**config.mk**
```make
export PLATFORM = sky130hd
export DESIGN_NAME = ov7670_config_ctrl
export DESIGN_NICKNAME = d
export VERILOG_FILES = /design/src/rtl/ov7670_config_ctrl.sv
export SDC_FILE = /design/constraint.sdc
export NUM_CORES = 1
export LEC_CHECK = 0
export ABC_AREA = 1
export CAP_MARGIN = 20
export CELL_PAD_IN_SITES_DETAIL_PLACEMENT = 0
export CELL_PAD_IN_SITES_GLOBAL_PLACEMENT = 1
export CORE_ASPECT_RATIO = 1.25
export CORE_UTILIZATION = 45
export CTS_CLUSTER_DIAMETER = 80
export DETAILED_ROUTE_END_ITERATION = 12
export DONT_BUFFER_PORTS = 1
export PLACE_DENSITY_LB_ADDON = 0.1
export SLEW_MARGIN = 20
export SYNTH_ARGS = -nofsm -noshare
export SYNTH_HDL_FRONTEND = slang
export SYNTH_SLANG_ARGS = --single-unit
```
**constraint.sdc**
```tcl
create_clock -name i_clk -period 1.7 [get_ports i_clk]
set_input_delay 0.51 -clock i_clk [delete_from_list [all_inputs] [get_ports i_clk]]
set_output_delay 0.51 -clock i_clk [all_outputs]
set_load 0.01 [all_outputs]
```
**src/rtl/ov7670_config_ctrl.sv**
```systemverilog
// OV7670 register configuration sequencer: walks a ROM of {reg, value} words and
// drives an SCCB master with 3-byte writes, with retries, delay entries and timeouts.
module ov7670_config_ctrl #(
  parameter int CLK_F       = 100_000_000,
  parameter int DELAY_CYC   = CLK_F / 100,
  parameter int TIMEOUT_CYC = CLK_F / 1000,
  parameter int MAX_RETRY   = 2
) (
  input  logic        i_clk,
  input  logic        i_rstn,
  input  logic        i_cfg_start,
  output logic [7:0]  o_rom_addr,
  input  logic [15:0] i_rom_data,
  output logic        o_start,
  output logic        o_write,
  output logic        o_read,
  output logic        o_stop,
  output logic        o_restart,
  output logic [7:0]  o_addr,
  output logic [7:0]  o_din,
  input  logic        i_ready,
  input  logic        i_done,
  input  logic        i_ack,
  output logic        o_busy,
  output logic        o_cfg_done,
  output logic        o_err,
  output logic [7:0]  o_err_addr
);

  localparam int DW = $clog2(DELAY_CYC + 1);
  localparam int TW = $clog2(TIMEOUT_CYC + 1);
  localparam int RW = $clog2(MAX_RETRY + 1) + 1;

  typedef enum logic [3:0] {
    S_IDLE, S_FETCH, S_DECODE, S_ISSUE, S_XFER, S_SETTLE, S_DELAY, S_DONE, S_FAIL
  } state_t;

  state_t          state_q, state_d;
  logic [7:0]      rom_addr_q, rom_addr_d;
  logic [7:0]      addr_q, addr_d;
  logic [7:0]      din_q, din_d;
  logic            err_q, err_d;
  logic [7:0]      err_addr_q, err_addr_d;
  logic            start_q, start_d;
  logic [1:0]      dcnt_q, dcnt_d;
  logic [TW-1:0]   tmo_q, tmo_d;
  logic [RW-1:0]   retry_q, retry_d;
  logic            nack_q, nack_d;
  logic            ack_pend_q, ack_pend_d;
  logic [DW-1:0]   dly_q, dly_d;

  always_ff @(posedge i_clk) begin
    if (!i_rstn) begin
      state_q    <= S_IDLE;
      rom_addr_q <= '0;
      addr_q     <= '0;
      din_q      <= '0;
      err_q      <= 1'b0;
      err_addr_q <= '0;
      start_q    <= 1'b0;
      dcnt_q     <= '0;
      tmo_q      <= '0;
      retry_q    <= '0;
      nack_q     <= 1'b0;
      ack_pend_q <= 1'b0;
      dly_q      <= '0;
    end else begin
      state_q    <= state_d;
      rom_addr_q <= rom_addr_d;
      addr_q     <= addr_d;
      din_q      <= din_d;
      err_q      <= err_d;
      err_addr_q <= err_addr_d;
      start_q    <= start_d;
      dcnt_q     <= dcnt_d;
      tmo_q      <= tmo_d;
      retry_q    <= retry_d;
      nack_q     <= nack_d;
      ack_pend_q <= ack_pend_d;
      dly_q      <= dly_d;
    end
  end

  always_comb begin
    state_d    = state_q;
    rom_addr_d = rom_addr_q;
    addr_d     = addr_q;
    din_d      = din_q;
    err_d      = err_q;
    err_addr_d = err_addr_q;
    start_d    = 1'b0;
    dcnt_d     = dcnt_q;
    tmo_d      = tmo_q;
    retry_d    = retry_q;
    nack_d     = nack_q;
    dly_d      = dly_q;
    // ACK bit arrives the cycle after each done tick; the last one lands in SETTLE
    ack_pend_d = (state_q == S_XFER) && i_done;
    if (ack_pend_q && i_ack) nack_d = 1'b1;

    case (state_q)
      S_IDLE: if (i_cfg_start) begin
        state_d    = S_FETCH;
        rom_addr_d = '0;
        retry_d    = '0;
        err_d      = 1'b0;
        err_addr_d = '0;
      end
      S_FETCH: state_d = S_DECODE;
      S_DECODE: begin
        if (i_rom_data == 16'hFFFF) state_d = S_DONE;
        else if (i_rom_data == 16'hFFF0) begin
          state_d = S_DELAY;
          dly_d   = DW'(DELAY_CYC - 1);
        end else begin
          addr_d  = i_rom_data[15:8];
          din_d   = i_rom_data[7:0];
          state_d = S_ISSUE;
        end
      end
      S_ISSUE: if (i_ready) begin
        start_d = 1'b1;
        dcnt_d  = '0;
        tmo_d   = '0;
        nack_d  = 1'b0;
        state_d = S_XFER;
      end
      S_XFER: begin
        tmo_d = TW'(tmo_q + 1'b1);
        if (i_done) begin
          dcnt_d = dcnt_q + 2'd1;
          if (dcnt_q == 2'd2) state_d = S_SETTLE;
        end else if (tmo_q == TW'(TIMEOUT_CYC - 1)) begin
          nack_d  = 1'b1;
          state_d = S_SETTLE;
        end
      end
      S_SETTLE: if (i_ready && !ack_pend_q) begin
        if (!nack_q) begin
          retry_d = '0;
          if (rom_addr_q == 8'hFF) state_d = S_DONE;
          else begin
            rom_addr_d = rom_addr_q + 8'd1;
            state_d    = S_FETCH;
          end
        end else if (retry_q < RW'(MAX_RETRY)) begin
          retry_d = retry_q + 1'b1;
          state_d = S_ISSUE;
        end else begin
          err_d      = 1'b1;
          err_addr_d = rom_addr_q;
          state_d    = S_FAIL;
        end
      end
      S_DELAY: begin
        if (dly_q == '0) begin
          if (rom_addr_q == 8'hFF) state_d = S_DONE;
          else begin
            rom_addr_d = rom_addr_q + 8'd1;
            state_d    = S_FETCH;
          end
        end else dly_d = dly_q - 1'b1;
      end
      S_DONE:  state_d = S_IDLE;
      S_FAIL:  state_d = S_IDLE;
      default: state_d = S_IDLE;
    endcase
  end

  assign o_rom_addr = rom_addr_q;
  assign o_addr     = addr_q;
  assign o_din      = din_q;
  assign o_start    = start_q;
  assign o_write    = (state_q == S_XFER);
  assign o_read     = 1'b0;
  assign o_stop     = 1'b0;
  assign o_restart  = 1'b0;
  assign o_busy     = (state_q != S_IDLE);
  assign o_cfg_done = (state_q == S_DONE);
  assign o_err      = err_q;
  assign o_err_addr = err_addr_q;

endmodule

```
==> flow_summary.yaml <==
power_and_ir_drop:
  switching_power_w: 0.00368
  p_int_w: 0.00544
  pwr_density_cell_mw_per_mm2: 1630
  worst_ir_drop_vdd_uv: 949
  p_leak_nw: 2.44
  swShare_pct: 40.3
  p_comb_share_pct: 49.8
  p_seq_share_pct: 28.3
  clockPowerShare_pct: 21.9
synth:
  synth-seq-cells: 82
  synthAdderAreaFrac_pct: 1.66
  synthArstFlopShare_pct: 0
  synth_area_mm2: 0.00452
  syn_area_per_cell_um2: 6.46
  ys_seq_area_share_pct: 36.3
  synth_top_family_by_area: "simple AND/OR/NAND/NOR gates"
  synth_compound_area_share_pct: 13.0
  synth.area.top_cells: "dfxtp_1 36%, nand2_1 15%, nor2_1 10%, nand3_1 6.1%, a21oi_1 6.0%"
  synth_xor_area_share_pct: 1.36
  synth_edf_count: 0
  syn_inst: 699
  synthSimpleGateAreaFrac_pct: 39.7
  synth-main-ff-cell: "dfxtp_1"
  synth_top_area_share_pct: 36.3
  ys_types: 40
  ys_warn_count: 0
  synthMuxAreaShare_pct: 0
  synth.largest_area_cell: "dfxtp_1"
sta:
  maxClockFrequency_ghz: 0.585
  grt_setup_unrepaired: "true"
  final.min_clock_period_ns: 1.71
  drv_slew: 0
  setup_viol: 1
  finalSetupTns_ns: -0.00876
  skew_ns: 0.00546
  final_hold_viol_count: 0
  worst_slack_ns: -0.00876
  period_share_pct: 101
grt:
  grt_pass1_vias: 4294
  overflow: 0
  grt_start_max_net_pins: 44
  grt_pass1_wl_mm: 19.8
  grt_use_total_pct: 23.5
  antenna_found_initial: 0
drt:
  wl_mm: 11.9
  first_pass_iters: 4
  drc: 0
  wl_per_cell_um: 13.4
  ant_nets: 0
  via_per_inst: 5.19
  drtIter0Drc: 185
  num_vias: 4619
setup_path:
  required_ns: 1.19
  critical_path_class: "flip-flop to output pin"
  path_buf_inv: 1
  cp_slowest_cell: "dfxtp_4"
  critPathCaptureType: "output pin"
  worst_setup_path_start_kind: "flip-flop"
  crit_path_cell_trace: "nor2_2 -> nand2_1 -> buf_4"
  crit_fanout: 5
  path_delay_family: "flip-flops"
  cpPeakStageDelay_ns: 0.36
  cp_data_arrival_time_ns: 1.20
placed_design:
  placed_cell_area_mm2: 0.00503
  pre_cts_ws_ns: 0.0326
  dp_hpwl_mm: 8.63
  dpl.cell_count: 864
  io_buffers: 0
  place_congestion: 0.878
final_layout:
  layout-drive-gt1-share_pct: 20.5
  multiInputGateArea_mm2: 0.00267
  stdcell_area_mm2: 0.00561
  fin_nets: 787
  stdcell_count: 890
  seq_area_mm2: 0.00166
  area_growth_pct: 24.2
  fin_util_pct: 58.1
  nFillCells: 962
  n_antenna_cell: 0
clocking:
  hold_buffers: 0
  clk_latency_ns: 0.34
  htree_levels: 3
  cts_root_buf: "clkbuf_16"
  clk_pin_slew_worst_paths_ns: 0.06
  cts_buffers: 9
  cts.sinks: 82
  cts.path.max_buffers: 2
  cts_tree: "done"
die:
  start_util_pct: 46.8
  num_rows: 40
  core_mm2: 0.00966
  die_w_um: 91.6
  dieHeight_um: 114
  die-area_mm2: 0.0104
  ios: 62
job:
  drv_cap: 0
min_path:
  min-delay-path-class: "input pin to flip-flop"
run_status:
  status: "finished, violations left"
  violations: "negative setup slack"
kinds of logic (layout without fill, tap and decap cells):
kind of cell / after synthesis / in the layout
flip-flops: 82 / 82
adder cells (fa/ha/maj): 6 / 6
buffers and inverters: 86 / 149
XOR/XNOR: 7 / 7
AND/OR/NAND/NOR: 413 / 413
AO/OA/AOI/OAI: 104 / 104
other: 1 / 3
layout by cell type, fill, tap and decap left out, drive strengths merged:
master,Yosys,layout
a211oi,1,1
a21o,3,3
a21oi,57,57
a221oi,4,4
a22oi,2,2
and3,2,2
buf,12,66
bufinv,0,1
clkbuf,9,12
clkinv,0,3
clkinvlp,0,1
conb,1,3
dfxtp,82,82
ha,6,6
inv,65,66
nand2,191,191
nand3,57,57
nand3b,4,4
nand4,17,17
nor2,134,134
nor3,4,4
o211ai,1,1
o21ai,31,31
o21bai,3,3
o221ai,1,1
o22ai,1,1
or2,4,4
xnor2,5,5
xor2,2,2
area by class of cell:
cell class / count / area share [%]
clock buffers: 10 / 4.26
clock inverters: 6 / 1.16
inverters: 65 / 4.48
multi-input cells: 533 / 47.5
flip-flops and latches: 82 / 29.5
well taps: 126 / 2.81
repair buffers: 68 / 10.3
per-stage QoR:
stage	power, W	hold WS [ns]
after floorplan	0.00526	0.426
after global placement	0.00655	0.437
after detailed placement	0.00661	0.440
after CTS	0.00870	0.286
after global routing	0.00983	0.282
final	0.00912	0.296
synthesized netlist by cell type, types with 6 or more instances:
master and n:
a21oi_1 54, clkbuf_1 9, dfxtp_1 82, ha_1 6
inv_1 57, inv_2 8, nand2_1 185, nand3_1 55
nand4_1 17, nor2_1 123, nor2_2 7, o21ai_0 29
path summary, 6_finish.rpt:
path / from / endpoint / slack (ns) / cells after the start
worst min-delay path: i_rstn / tmo_q[13] / 0.30 / 2
worst max-delay path: state_q[0] / o_busy / -0.009 / 3
worst max register to register: state_q[0] / o_rom_addr[1] / 0.07 / 11
worst min register to register: retry_q[2] / retry_q[2] / 0.45 / 2
flip-flops by register name, summed over array words and instances, names as in the netlist:
register / cells
o_err_addr: 8
state_q: 4
retry_q: 3
dly_q: 20
dcnt_q: 2
o_err: 1
o_addr: 8
o_rom_addr: 8
o_din: 8
nack_q: 1
ack_pend_q: 1
tmo_q: 17
o_start: 1
timing repair:
action	CTS	global route
resized for setup	11	47
buffers inserted	3	5
pin swaps	1	13
cloned	0	2
setup endpoints to repair	3	52
metal layers:
metal / vias to the layer above / share of wire, % / GRT usage [%]
li1: 2387 / - / -
met1: 2120 / 43 / 28.7
met2: 99 / 50 / 40.9
met3: 13 / 5.6 / 5.00
met4: 0 / 1.4 / 7.94
met5: - / 0 / 0
power by group through the flow:
stage                     clock (W)  sequential, W  combinational [W]
after floorplan                   0        0.00257            0.00270
after global placement            0        0.00258            0.00397
after detailed placement          0        0.00258            0.00403
after CTS                   0.00204        0.00255            0.00411
after global routing        0.00213        0.00263            0.00508
final                       0.00200        0.00258            0.00454
Power figures use the tool's default switching activity.
